`config.mk`:
```
export PLATFORM = sky130hd
export DESIGN_NAME = fp_mul_arbiter
export DESIGN_NICKNAME = d
export VERILOG_FILES = /design/src/rtl/fp_mul_arbiter.sv
export SDC_FILE = /design/constraint.sdc
export NUM_CORES = 1
export LEC_CHECK = 0
export BUFFER_PORTS_ARGS = -buffer_cell sky130_fd_sc_hd__buf_2
export CAP_MARGIN = 20
export CORE_UTILIZATION = 32
export CTS_BUF_LIST = sky130_fd_sc_hd__clkbuf_8 sky130_fd_sc_hd__clkbuf_16
export DETAILED_ROUTE_END_ITERATION = 6
export PLACE_DENSITY = 0.66
export SLEW_MARGIN = 20
export SYNTH_ARGS = -nofsm -noshare
export SYNTH_HDL_FRONTEND = slang
export SYNTH_SLANG_ARGS = --single-unit
export TNS_END_PERCENT = 50
```
`constraint.sdc`:
```
create_clock -name clk -period 3 [get_ports clk]
set_input_delay 0.15 -clock clk [delete_from_list [all_inputs] [get_ports clk]]
set_output_delay 0.15 -clock clk [all_outputs]
set_load 0.05 [all_outputs]
```
`src/rtl/fp_mul_arbiter.sv`:
```
// Round-robin arbiter sharing one external fp32 multiplier among NUM_REQ clients.
// One operation in flight: accept, hold operands MUL_LAT cycles, capture, respond.
module fp_mul_arbiter #(
  parameter int NUM_REQ = 2,
  parameter int MUL_LAT = 1,
  parameter int ID_W    = 1
) (
  input  logic                    clk,
  input  logic                    rst_n,
  input  logic [NUM_REQ-1:0]      req_valid,
  output logic [NUM_REQ-1:0]      req_ready,
  input  logic [32*NUM_REQ-1:0]   req_a,
  input  logic [32*NUM_REQ-1:0]   req_b,
  output logic [31:0]             mul_in1,
  output logic [31:0]             mul_in2,
  input  logic [31:0]             mul_final,
  output logic                    rsp_valid,
  input  logic                    rsp_ready,
  output logic [ID_W-1:0]         rsp_id,
  output logic [31:0]             rsp_data,
  output logic                    rsp_nan,
  output logic                    rsp_inf,
  output logic                    rsp_zero,
  output logic                    busy,
  output logic [15:0]             ops_done
);

  typedef enum logic [1:0] {IDLE, CALC, RESP} state_t;

  state_t            state_q, state_d;
  logic [ID_W-1:0]   last_q, last_d, id_q, id_d;
  logic [3:0]        cnt_q, cnt_d;
  logic [31:0]       in1_q, in1_d, in2_q, in2_d, data_q, data_d;
  logic              nan_q, nan_d, inf_q, inf_d, zero_q, zero_d;
  logic              vld_q, vld_d, busy_q, busy_d;
  logic [15:0]       ops_q, ops_d;

  logic              gnt_found;
  logic [ID_W-1:0]   gnt_idx;
  logic [31:0]       sel_a, sel_b;
  int                scan;

  // Rotating priority: the scan starts just past the last granted index.
  always_comb begin
    gnt_found = 1'b0;
    gnt_idx   = '0;
    scan      = 0;
    for (int k = 1; k <= NUM_REQ; k++) begin
      scan = int'(last_q) + k;
      if (scan >= NUM_REQ) scan = scan - NUM_REQ;
      if (!gnt_found && state_q == IDLE && req_valid[ID_W'(scan)]) begin
        gnt_found = 1'b1;
        gnt_idx   = ID_W'(scan);
      end
    end
  end

  always_comb begin
    req_ready = '0;
    sel_a     = '0;
    sel_b     = '0;
    for (int i = 0; i < NUM_REQ; i++) begin
      if (gnt_idx == ID_W'(i)) begin
        req_ready[i] = gnt_found;
        sel_a        = req_a[32*i +: 32];
        sel_b        = req_b[32*i +: 32];
      end
    end
  end

  always_comb begin
    state_d = state_q;
    last_d  = last_q;
    id_d    = id_q;
    cnt_d   = cnt_q;
    in1_d   = in1_q;
    in2_d   = in2_q;
    data_d  = data_q;
    nan_d   = nan_q;
    inf_d   = inf_q;
    zero_d  = zero_q;
    ops_d   = ops_q;
    case (state_q)
      IDLE: if (gnt_found) begin
        in1_d   = sel_a;
        in2_d   = sel_b;
        id_d    = gnt_idx;
        last_d  = gnt_idx;
        cnt_d   = 4'(MUL_LAT);
        state_d = CALC;
      end
      CALC: begin
        cnt_d = cnt_q - 4'd1;
        if (cnt_q == 4'd1) begin
          data_d  = mul_final;
          nan_d   = (&mul_final[30:23]) && (|mul_final[22:0]);
          inf_d   = (&mul_final[30:23]) && !(|mul_final[22:0]);
          zero_d  = (mul_final[30:0] == 31'd0);
          state_d = RESP;
        end
      end
      RESP: if (rsp_ready) begin
        ops_d   = ops_q + 16'd1;
        state_d = IDLE;
      end
      default: state_d = IDLE;
    endcase
    vld_d  = (state_d == RESP);
    busy_d = (state_d != IDLE);
  end

  always_ff @(posedge clk or negedge rst_n) begin
    if (!rst_n) begin
      state_q <= IDLE;
      last_q  <= ID_W'(NUM_REQ - 1);
      id_q    <= '0;
      cnt_q   <= '0;
      in1_q   <= '0;
      in2_q   <= '0;
      data_q  <= '0;
      nan_q   <= 1'b0;
      inf_q   <= 1'b0;
      zero_q  <= 1'b0;
      vld_q   <= 1'b0;
      busy_q  <= 1'b0;
      ops_q   <= '0;
    end else begin
      state_q <= state_d;
      last_q  <= last_d;
      id_q    <= id_d;
      cnt_q   <= cnt_d;
      in1_q   <= in1_d;
      in2_q   <= in2_d;
      data_q  <= data_d;
      nan_q   <= nan_d;
      inf_q   <= inf_d;
      zero_q  <= zero_d;
      vld_q   <= vld_d;
      busy_q  <= busy_d;
      ops_q   <= ops_d;
    end
  end

  assign mul_in1   = in1_q;
  assign mul_in2   = in2_q;
  assign rsp_valid = vld_q;
  assign rsp_id    = id_q;
  assign rsp_data  = data_q;
  assign rsp_nan   = nan_q;
  assign rsp_inf   = inf_q;
  assign rsp_zero  = zero_q;
  assign busy      = busy_q;
  assign ops_done  = ops_q;

endmodule

```
# Yosys cells after proc, flatten, opt, wreduce, memory -nomap -nowiden
# Index checks and enable logic that the tools add are counted.
[word_totals]
word_cells = 65
romBits = 0
in_bits = 165
latch_bits = 0
out_inout_bits = 120
ram_bits = 0
regBits = 125
mem_count = 0
[classes]
div_mod_pow = 0
shifts = 0
mul = 0
eq_ne = 5
muxes = 20
n_addsub = 6
n_lt_le_gt_ge = 4
reduce_logical = 17
bitwise_logic = 0
[ops]
columns = ["cell", "count"]
rows = [
  ["$mux 32", 2],
  ["$logic_not 31->1", 1],
  ["$reduce_or 23->1", 1],
  ["$add 16x1->16 const B", 1],
  ["$mux 1", 12],
  ["$pmux 4 s2", 1],
  ["$reduce_and 2->1", 4],
  ["$reduce_and 8->1", 1],
  ["$lt 1x3->1 const B", 2],
  ["$mux 2", 3],
  ["$pmux 2 s3", 1],
  ["$logic_and 1x1->1", 5],
  ["$eq 2x2->1 const B", 2],
  ["$eq 4x1->1 const B", 1],
  ["$mux 4", 1],
  ["$reduce_bool 2->1", 2],
  ["$sub 4x1->4 const B", 1],
  ["$add 1x2->3 const B", 1],
  ["$ge 3x2->1 const B", 1],
  ["$add 1x1->2 const B", 1],
  ["$eq 2x1->1 const B", 1],
  ["$ge 2x2->1 const B", 1],
  ["$logic_not 1->1", 2],
  ["$logic_not 2->1", 1],
  ["other kinds (2)", 3],
]

# Logic depth before layout (Yosys ltp)
[logic_depth]
ltp_word = 15
mapped_depth = 8
depth_no_buf = 6

# Worst setup path before layout
# No wires, ideal clock.
[synth_timing]
kind = "flip-flop to flip-flop"
from = "register last_q"
to = "register id_q (netlist: rsp_id)"
t_required_ns = 2.932
stages_incl_launch_ff = 6
arrival_time_ns = 1.657
setup_slack_ns = 1.275
setup_time_ns = 0.068
synth_period_minus_slack_ns = 1.725
n_path_buf = 3
path_cell_list = "dfstp_2 -> clkbuf_1 -> buf_4 -> buf_2 -> nor2_1 -> a21o_1"
[synth_between]
elab_chain_len = 5
elab_cells_between_ends = 10
classes_between = "add/sub (4); order compare (2); mux (4)"
[synth_lines]
columns = ["item", "line_no", "rtl"]
rows = [
  ["start: declaration", "31", "logic [ID_W-1:0] last_q, last_d, id_q, id_d;"],
  ["start signal: assignment", "115", "last_q <= ID_W'(NUM_REQ - 1);"],
  ["start signal: assignment", "129", "last_q <= last_d;"],
  ["parallel branches: the longest is 4 deep, another holds $add 1x2->3", "n/a", ""],
  ["$mux 1 (*)", "51", "if (!gnt_found && state_q == IDLE && req_valid[ID_W'(scan)]) begin"],
  ["end signal: assignment", "130", "id_q <= id_d;"],
  ["end: declaration", "31", ""],
]
# Every way passes the cells marked *.
# A chain may end at the register's enable or synchronous reset.

# Worst setup path in the final report
[layout_timing]
from = "register state_q[0]"
to = "output req_ready[1]"
[layout_between]
elab_chain_len = 8
elab_cells_between_ends = 10
classes_between = "mux (5); reduce/logical (5)"
[layout_lines]
columns = ["item", "line_no", "rtl"]
rows = [
  ["start: declaration", "30", "state_t state_q, state_d;"],
  ["start signal: assignment", "128", "state_q <= state_d;"],
  ["$logic_not 2->1 (*)", "51", ""],
  ["$logic_and 1x1->1", "51", ""],
  ["$mux 1", "51", ""],
  ["$logic_not 1->1", "51", ""],
  ["$logic_and 1x1->1 (2 in series)", "51", ""],
  ["$mux 1", "51", ""],
  ["$mux 1 (*)", "63", "if (gnt_idx == ID_W'(i)) begin"],
  ["end: declaration", "11", "output logic [NUM_REQ-1:0] req_ready,"],
]
# Mark *: on every way between the ends. The rest lies on a longest branch, timed or not.

==> flow_summary_export.csv <==
group,metric,value,unit
floorplan,initial_utilization,32.78,%
drt,viasPerCell,4.472,
cts,cts_sinks,125,
timing,rsz0062_at_grt,"false",
cts,numCtsBuffers,17,
drt,routedLengthMet1,5.882,mm
power,peakVddDrop,0.0006649,V
power,switchingPower,4744,uW
global_route,antenna_found_initial,0,
timing,maxSlewViolCount,0,
cts,cts_max_path_buffers,2,
floorplan,dieArea,17510,um^2
power,p_int,5274,uW
critical_path,cpMaxStageDelayCell,"dfrtp_1",
drt,wl_met2,6.889,mm
timing,fin_skew,7.652,ps
layout,diodes,0,
timing,relSlewSlack,52.40,%
critical_path,cp_cell_sequence,"nor2_1 -> nand2_4 -> nor2_1 -> buf_2",
cts,cts_tree,"yes",
global_route,grt_use_total,16.59,%
layout,nets,953,
drt,route.vias.total,4553,
critical_path,cp-end-kind,"primary output",
power,power_density,1242,nW/um^2
floorplan,die_h,132.3,um
layout,final_common_cell,"buf_2",
cts,cts_root_buf,"clkbuf_16",
layout,drive_gt1_share,44.86,%
power,p_sw_share,47.36,%
layout,fin_util,48.63,%
drt,routed_wl,14.03,mm
outcome,status,"finished, final reports clean",
cts,htree_num_levels,4,
drt,ant_nets,0,
power,p_seq_share,28.9,%
cts,cts_setup_buffers,0,
floorplan,fp.dieW,132.3,um
placement,gp_congestion,0.7257,
floorplan,pin_count,285,
synth,syn-cell-area,5435,um^2
drt,remaining_drc_errors,0,
timing,whs,29.00,ps
timing,max_freq,475.5,MHz
placement,port_buffers,283,
critical_path,critPathLaunchType,"register",
floorplan,coreArea,16580,um^2
critical_path,cp_common_cell,"nor2_1",
layout,final_cell_mix,"282 x buf_2, 124 x dfrtp_1, 79 x nand2_1, 71 x o21ai_0, 64 x mux2i_1",
synth,synth-seq-area-share,57.57,%
critical_path,cp_num_buf_inv,1,
critical_path,critical_path_arrival,1950,ps
power,pwr-share-comb,49.1,%
critical_path,worstPathMaxFanout,52,
critical_path,critical_path_class,"reg -> out",
timing,timing.final.crit_period,2103,ps
power,pwr-share-clk,21.9,%
timing,finalHoldViolations,0,
layout,syn2layout_area_growth,48.39,%
synth,syn_nets,638,
placement,dpl.hpwl,9.878,mm
synth,ys_ff_latch,125,
global_route,grt_pass1_wl,22.91,mm
critical_path,cp_slowest_stage_delay,440,ps
floorplan,rows,47,
global_route,grt-ovfl-total,0,
drt,wl_per_cell,13.78,um
timing,worstMarginPinSlew,713.9,ps
drt,wl_met3,940,um
drt,firstDrtPassIters,5,
global_route,grt_pass1_vias,4642,
flow_run,maxCapViolations,0,
worst_hold_path,hold_class,"in -> reg",
synth,synth_warnings,0,
cts,clk_pin_slew,60,ps
timing,finalCritPeriodShare,70.10,%
drt,top_layer,"met4",
synth,syn_avg_cell_area,11.56,um^2
global_route,grt_max_degree,83,
power,p_leak,0.004230,uW
timing,setup_viol,0,
timing,setup_tns,0,ps
drt,drtIter0Drc,69,
critical_path,crit_required,2850,ps
power,total_power,10020,uW
critical_path,crit_family,"simple AND/OR/NAND/NOR gates",
synth,synthCells,470,
cts,insertion_delay,410,ps
synth,yosysUniqueCellTypes,33,
==> synth_stat cells <==
| master | number | area (um^2) |
|---|---|---|
| xnor2_1 | 13 | 113.9 |
| clkbuf_1 | 8 | 30.03 |
| xor2_1 | 3 | 26.28 |
| inv_1 | 3 | 11.26 |
| nor2_1 | 7 | 26.28 |
| and3_1 | 3 | 18.77 |
| o21bai_1 | 1 | 7.510 |
| buf_4 | 1 | 7.510 |
| nand2_1 | 80 | 300.3 |
| a21oi_1 | 1 | 5.000 |
| nor4_1 | 7 | 43.79 |
| dfrtp_1 | 124 | 3103 |
| nor4_4 | 1 | 21.27 |
| nor3b_2 | 1 | 12.51 |
| nand3_1 | 7 | 35.03 |
| a21o_1 | 1 | 7.510 |
| mux2i_1 | 64 | 640.6 |
| ha_1 | 3 | 37.54 |
| nand2b_1 | 2 | 12.51 |
| and4_1 | 1 | 8.760 |
| mux2_2 | 32 | 360.4 |
| buf_2 | 15 | 75.07 |
| nor3_1 | 2 | 10.01 |
| nand3b_1 | 1 | 7.510 |
| nand4_1 | 9 | 56.30 |
| and2b_1 | 1 | 7.510 |
| buf_6 | 2 | 22.52 |
| o21ai_0 | 71 | 355.3 |
| or4_1 | 1 | 7.510 |
| o41ai_2 | 1 | 16.27 |
| or2_2 | 2 | 12.51 |
| a22o_1 | 1 | 8.760 |
| dfstp_2 | 1 | 26.28 |
==> sequential cells by signal, indices dropped and copies added, names as in the netlist <==
name       cells
last_q         1
cnt_q          4
rsp_id         1
state_q        2
rsp_data      32
rsp_nan        1
rsp_valid      1
rsp_inf        1
busy           1
ops_done      16
mul_in2       32
rsp_zero       1
mul_in1       32
==> metal layers <==
layer	vias up	track usage [%]
met4	0	7.152
met1	2083	19.69
met5	-	0
li1	2273	-
met2	172	27.75
met3	25	5.075
==> path summary, 6_finish.rpt <==
path | startpoint | end | slack, ps | depth (start not counted)
worst max-delay path | state_q[0]$_DFF_PN0_ | req_ready[1] | 900 | 4
worst min-delay path | req_a[38] | mul_in1[6]$_DFFE_PN0P_ | 30 | 3
worst max register to register | cnt_q[0]$_DFFE_PN0P_ | busy$_DFF_PN0_ | 1100 | 6
worst min register to register | mul_in1[1]$_DFFE_PN0P_ | mul_in1[1]$_DFFE_PN0P_ | 470 | 2
max in group asynchronous | rst_n | rsp_data[31]$_DFFE_PN0P_ | 1870 | 3
min in group asynchronous | rst_n | mul_in2[1]$_DFFE_PN0P_ | 350 | 2
==> cell type report <==
cell class	instances	area [um^2]
clock inverters	11	163.9
multi-input cells	316	2167
well taps	220	275.3
inverters	3	11.26
flip-flops and latches	125	3133
fillers	1564	8518
repair buffers	322	1834
clock buffers	21	480.5
==> what timing repair did <==
item,in CTS,in global routing
gates resized for setup,0,0
hold endpoints to repair,84,0
hold buffers,34,0
==> cells by family (layout without fill, tap and decap cells) <==
logic type	after synthesis	count (layout)	share of synthesized area, %
buffers and inverters	29	357	2.693
and+or+nand+nor	125	125	10.68
muxes	96	96	18.42
DFF	125	125	57.57
adders and majority gates	3	3	0.6907
AOI/OAI and AO/OA	76	76	7.367
xor gates and xnor gates	16	16	2.578
==> stage by stage <==
step	setup slack [ps]	std cells	cell area, um^2
2_1_floorplan	1275	470	5435
3_3_place_gp	1161	952	7081
3_5_place_dp	1088	952	7081
4_1_cts	850.1	1018	8065
5_1_grt	701.3	1018	8065
6_report	896.9	1018	8065
==> tightest hold or removal path, stage by stage <==
cell,delay [ps]
buf_2,70
mux2i_1,50
o21ai_0,130
==> power groups by stage <==
stage / registers, uW / clock network [uW] / logic (uW)
floorplan: 5150 / 0 / 1490
global placement: 2890 / 0 / 4880
detailed placement: 2920 / 0 / 4930
CTS: 2900 / 2270 / 4970
global route: 3010 / 2340 / 5210
finish: 2900 / 2200 / 4920
(Power assumes the default switching activity.)
